File: config.mk
export PLATFORM = sky130hd
export DESIGN_NAME = uart_tx_arbiter
export DESIGN_NICKNAME = d
export VERILOG_FILES = /design/src/rtl/uart_tx_arbiter.sv
export SDC_FILE = /design/constraint.sdc
export NUM_CORES = 1
export LEC_CHECK = 0
export CAP_MARGIN = 20
export CORE_MARGIN = 2
export CORE_UTILIZATION = 43
export DETAILED_ROUTE_END_ITERATION = 12
export HOLD_SLACK_MARGIN = 0.06
export PLACE_DENSITY = 0.95
export SYNTH_ARGS = -nofsm -noshare
export SYNTH_HDL_FRONTEND = slang
export SYNTH_SLANG_ARGS = --single-unit
File: constraint.sdc
create_clock -name clk -period 3 [get_ports clk]
set_input_delay 0.6 -clock clk [delete_from_list [all_inputs] [get_ports clk]]
set_output_delay 0.6 -clock clk [all_outputs]
set_load 0.01 [all_outputs]
File: src/rtl/uart_tx_arbiter.sv
// uart_tx_arbiter
//   Round-robin arbiter sharing one uart_tx serializer between NUM_REQ
//   requesters. The winning requester's byte is latched and launched with a
//   single tx_start pulse. Ownership is held until uart_tx reports tx_done.
//
//   Optional watchdog: define UART_TX_ARB_TIMEOUT_EN to abort a frame that
//   sits in WAIT_DONE for TIMEOUT_CYCLES cycles. Without it, WAIT_DONE waits
//   indefinitely and err_timeout is tied low.
//
// Ports
//   clk          system clock, all logic on posedge
//   reset        synchronous active-high reset
//   req          per-requester level request
//   req_data     requester i payload at [i*DATA_WIDTH +: DATA_WIDTH]
//   grant        one-hot pulse, requester's byte consumed
//   tx_start     one-cycle pulse to uart_tx
//   tx_data      payload to uart_tx, held until frame done
//   tx_busy      uart_tx shifting a frame
//   tx_done      uart_tx end-of-frame pulse
//   owner        index of current/last granted requester
//   busy         high whenever the FSM is not IDLE
//   frame_count  completed frames, wraps at 16 bits
//   err_timeout  one-cycle pulse on watchdog abort
//
// state     | meaning
// IDLE      | waiting for a request while uart_tx is idle
// LAUNCH    | grant and tx_start asserted for this single cycle
// WAIT_DONE | frame in flight, waiting for tx_done
module uart_tx_arbiter #(
  parameter int NUM_REQ        = 4,
  parameter int DATA_WIDTH     = 8,
  parameter int TIMEOUT_CYCLES = 65536
) (
  input  logic                          clk,
  input  logic                          reset,
  input  logic [NUM_REQ-1:0]            req,
  input  logic [NUM_REQ*DATA_WIDTH-1:0] req_data,
  output logic [NUM_REQ-1:0]            grant,
  output logic                          tx_start,
  output logic [DATA_WIDTH-1:0]         tx_data,
  input  logic                          tx_busy,
  input  logic                          tx_done,
  output logic [$clog2(NUM_REQ)-1:0]    owner,
  output logic                          busy,
  output logic [15:0]                   frame_count,
  output logic                          err_timeout
);

  localparam int IDX_W = $clog2(NUM_REQ);

  typedef enum logic [1:0] {
    IDLE      = 2'd0,
    LAUNCH    = 2'd1,
    WAIT_DONE = 2'd2
  } state_t;

  state_t           state;
  state_t           state_next;
  logic [IDX_W-1:0] last;
  logic [IDX_W-1:0] winner;
  logic             arb_go;
  logic             timeout_hit;

  // Round-robin pick: the lowest requester above 'last' wins; if there is
  // none, wrap around to the lowest requester at or below 'last'. The second
  // loop runs after the first so its result takes precedence.
  always_comb begin
    winner = last;
    for (int j = NUM_REQ - 1; j >= 0; j--) begin
      if (req[j] && (j <= int'(last))) begin
        winner = IDX_W'(j);
      end
    end
    for (int j = NUM_REQ - 1; j >= 0; j--) begin
      if (req[j] && (j > int'(last))) begin
        winner = IDX_W'(j);
      end
    end
  end

  assign arb_go = (state == IDLE) && (|req) && !tx_busy;

  // State register
  always_ff @(posedge clk) begin
    if (reset) begin
      state <= IDLE;
    end else begin
      state <= state_next;
    end
  end

  // Next-state logic
  always_comb begin
    state_next = state;
    unique case (state)
      IDLE: begin
        if (arb_go) begin
          state_next = LAUNCH;
        end
      end
      LAUNCH: begin
        state_next = WAIT_DONE;
      end
      WAIT_DONE: begin
        if (tx_done || timeout_hit) begin
          state_next = IDLE;
        end
      end
      default: begin
        state_next = IDLE;
      end
    endcase
  end

  // Outputs: grant/tx_start are decoded from LAUNCH, so they are exactly one
  // cycle wide and always point at the requester latched on entry.
  always_comb begin
    grant    = '0;
    tx_start = 1'b0;
    busy     = (state != IDLE);
    if (state == LAUNCH) begin
      grant[owner] = 1'b1;
      tx_start     = 1'b1;
    end
  end

  // Datapath: payload, owner, round-robin pointer and frame counter
  always_ff @(posedge clk) begin
    if (reset) begin
      tx_data     <= '0;
      owner       <= '0;
      last        <= IDX_W'(NUM_REQ - 1);
      frame_count <= '0;
    end else begin
      if (arb_go) begin
        tx_data <= req_data[int'(winner)*DATA_WIDTH +: DATA_WIDTH];
        owner   <= winner;
        last    <= winner;
      end
      if ((state == WAIT_DONE) && tx_done) begin
        frame_count <= frame_count + 16'd1;
      end
    end
  end

`ifdef UART_TX_ARB_TIMEOUT_EN
  localparam int CNT_W = $clog2(TIMEOUT_CYCLES) + 1;

  logic [CNT_W-1:0] wait_cnt;

  // Counter is held at zero outside WAIT_DONE, so it starts from zero on
  // every entry. A tx_done in the terminal cycle takes precedence.
  assign timeout_hit = (state == WAIT_DONE) && !tx_done &&
                       (wait_cnt == CNT_W'(TIMEOUT_CYCLES - 1));

  always_ff @(posedge clk) begin
    if (reset) begin
      wait_cnt    <= '0;
      err_timeout <= 1'b0;
    end else begin
      err_timeout <= timeout_hit;
      if (state != WAIT_DONE) begin
        wait_cnt <= '0;
      end else begin
        wait_cnt <= wait_cnt + CNT_W'(1);
      end
    end
  end
`else
  logic unused_timeout_cfg;

  assign timeout_hit        = 1'b0;
  assign err_timeout        = 1'b0;
  // Keeps the watchdog length referenced in builds without the watchdog.
  assign unused_timeout_cfg = (TIMEOUT_CYCLES > 0);
`endif

endmodule

==> results.json <==
{
  "place.gp.congestion": 0.789,
  "dp_hpwl_um": 2950,
  "synth-edff-count": 0,
  "worst_slew_pin_slew_ps": 744,
  "ys_warn_count": 0,
  "placementRows": 21,
  "ios": 73,
  "cp-start-kind": "flop",
  "clock_sinks": 30,
  "vias_per_cell": 5.28,
  "drcViolationCount": 0,
  "clk_pin_slew_worst_paths_ps": 100,
  "pwr-share-clk_pct": 28.0,
  "drive_above_1_share_pct": 6.69,
  "internal_power_mw": 0.661,
  "slowest_stage": "clkdlybuf4s50_1",
  "r2r_start": "state[1]",
  "p_per_area_nw_per_um2": 397,
  "initial_core_util_pct": 45.0,
  "synth_area_um2": 1510,
  "wire_per_inst_um": 14.1,
  "routed_wirelength_um": 4020,
  "async_flop_share_pct": 0,
  "cts_tree": "built",
  "critical_path.max_stage_delay_ps": 540,
  "vias": 1504,
  "core_um2": 3360,
  "p_sw_mw": 0.256,
  "timing.final.crit_share_pct": 75.8,
  "worstPathArrival_ps": 1680,
  "dpl_cell_area_um2": 2240,
  "hold_buffers": 0,
  "die_y_um": 63.3,
  "clkLatencyLatePin_ps": 330,
  "setup_viol": 0,
  "ant_nets": 0,
  "numPortBuffers": 71,
  "synth_cell_types": 39,
  "grt_start_max_net_pins": 31,
  "cts_buffers": 5,
  "hold_violations": 0,
  "post_cts_buffers": 0,
  "antenna_found_initial": 0,
  "grt_pass1_vias": 1460,
  "rsz0062_at_grt": "false",
  "p_comb_share_pct": 24.6,
  "gr-usage-all-layers_pct": 21.1,
  "seqPwrFrac_pct": 47.4,
  "slew_headroom_pct": 50.4,
  "endpoint_kind": "output pin",
  "synth_seq_cells": 30,
  "yosysSeqAreaShare_pct": 39.7,
  "cts_max_level": 2,
  "crit_start": "state[1]",
  "hold_path_class": "flop to flop",
  "post-route-util_pct": 68.6,
  "power_leakage_nw": 0.910,
  "dr.pass1.iters": 4,
  "synth_fp_nets": 207,
  "fin_area_um2": 2310,
  "critPathMaxFanout": 5,
  "grt_pass1_wl_um": 6680,
  "initialDrtViolationCount": 60,
  "root_buffer": "clkbuf_4",
  "nets": 279,
  "synth_flop_cell": "dfxtp_1",
  "n_fill_cell": 296,
  "grt_overflow": 0,
  "diodes": 0,
  "path_cells": "nand2b_1 -> inv_1 -> and3_1 -> clkdlybuf4s50_1",
  "hold_start": "frame_count[15]",
  "chipWidth_um": 63.3,
  "clock_path_buffers": 2,
  "fin_skew_ps": 5.09,
  "die_area_um2": 4010,
  "switching_share_pct": 27.9,
  "critical_path_class": "flop to output pin",
  "worstPathRequired_ps": 2400,
  "vdd_drop_max_v": 0.000282,
  "max_cap_violations": 0,
  "fin_crit_ps": 2280,
  "max_freq_mhz": 440,
  "syn_avg_cell_area_um2": 9.11,
  "slew_viol_final": 0,
  "status": "finished, final reports clean",
  "synthesis.instances": 166,
  "syn2layout_area_growth_pct": 52.5,
  "timing.setup.tns_ps": 0,
  "cts_resized": 0
}
==> state kept, by name, indices dropped and copies added, names as in the netlist <==
name         count
frame_count     16
tx_data          8
last             2
owner            2
state            2
==> metrics by stage <==
stage / instances / hold slack, ps / setup WS [ps] / total power, mW
6_report: 285 / 532 / 725 / 0.917
5_1_grt: 285 / 553 / 527 / 0.961
4_1_cts: 284 / 536 / 569 / 0.920
3_5_place_dp: 276 / 514 / 228 / 0.667
3_3_place_gp: 276 / 496 / 314 / 0.662
2_1_floorplan: 166 / 501 / 1200 / 0.560
==> synthesized netlist by cell type (2+ instances only) <==
cell / number / area, µm²
mux2i_1: 9 / 90.1
and2_1: 2 / 12.5
a21oi_1: 5 / 25.0
inv_1: 2 / 7.51
buf_6: 2 / 22.5
a221oi_1: 7 / 61.3
a211o_1: 2 / 17.5
nand2b_1: 4 / 25.0
o22ai_1: 8 / 50.1
o21bai_1: 9 / 67.6
nand2_1: 6 / 22.5
xnor2_1: 2 / 17.5
buf_4: 2 / 15.0
nor2_1: 23 / 86.3
xor2_1: 13 / 114
clkbuf_1: 5 / 18.8
dfxtp_1: 30 / 601
nand3_1: 4 / 20.0
and3_1: 4 / 25.0
nor3_1: 3 / 15.0
nand4_1: 4 / 25.0
and4_1: 2 / 17.5
or2b_1: 2 / 15.0
==> kinds of logic (layout without fill, tap and decap cells) <==
logic type                 count (synthesis)  in the layout  synth area share (%)
other                                      1              1                 0.248
xor gates and xnor gates                  15             15                  8.69
AOI/OAI and AO/OA                         36             36                  17.7
buffers and inverters                     11             84                  4.22
DFF                                       30             30                  39.7
and+or+nand+nor                           63             63                  22.7
adders and majority gates                  1              1                 0.827
muxes                                      9              9                  5.96
==> worst paths after layout <==
check,endpoint,slack [ps],cells after the start
setup / recovery,grant[3],720,4
hold reg to reg,frame_count[15],530,2
setup reg to reg,tx_data[4],1120,4
hold / removal,frame_count[15],530,2
==> critical path, delay by kind of cell, from the launching register on <==
kind	cells	cell delay, ps
AND/OR/NAND/NOR	2	360
buffers and inverters	2	640
flip-flops	1	350
==> placed cells by master (no fill, tap or decap), types with 2 or more instances in the layout <==
cell type        instances
clkdlybuf4s50_1         71
dfxtp_1                 30
nor2_1                  23
xor2_1                  13
mux2i_1                  9
o21bai_1                 9
o22ai_1                  8
a221oi_1                 7
nand2_1                  6
clkbuf_4                 6
a21oi_1                  5
nand2b_1                 4
and3_1                   4
nand4_1                  4
nand3_1                  4
nor3_1                   3
inv_1                    2
xnor2_1                  2
or2b_1                   2
a211o_1                  2
and4_1                   2
and2_1                   2
buf_4                    2
==> metal layers <==
layer / vias to the layer above / GRT usage [%] / wire length [µm]
met3: 11 / 6.25 / 206
li1: 744 / - / -
met5: - / 0 / 0
met1: 699 / 23.9 / 1730
met2: 50 / 36.6 / 1970
met4: 0 / 9.24 / 114
==> power groups by stage <==
stage	sequential [mW]	combinational, mW	clock (mW)
final	0.434	0.226	0.256
after global routing	0.437	0.246	0.278
after CTS	0.434	0.225	0.261
after detailed placement	0.443	0.224	0
after global placement	0.443	0.219	0
after floorplan	0.448	0.111	0
==> final cells by class <==
class	count	area, µm²	share of cell area [%]
Multi-Input combinational cell	125	848	36.8
Timing Repair Buffer	74	733	31.8
Sequential cell	30	601	26.0
Tap cell	46	57.6	2.49
Clock buffer	7	55.1	2.39
Inverter	2	7.51	0.325
Clock inverter	1	5.00	0.217
No activity file was read; power rests on OpenSTA's default activity.
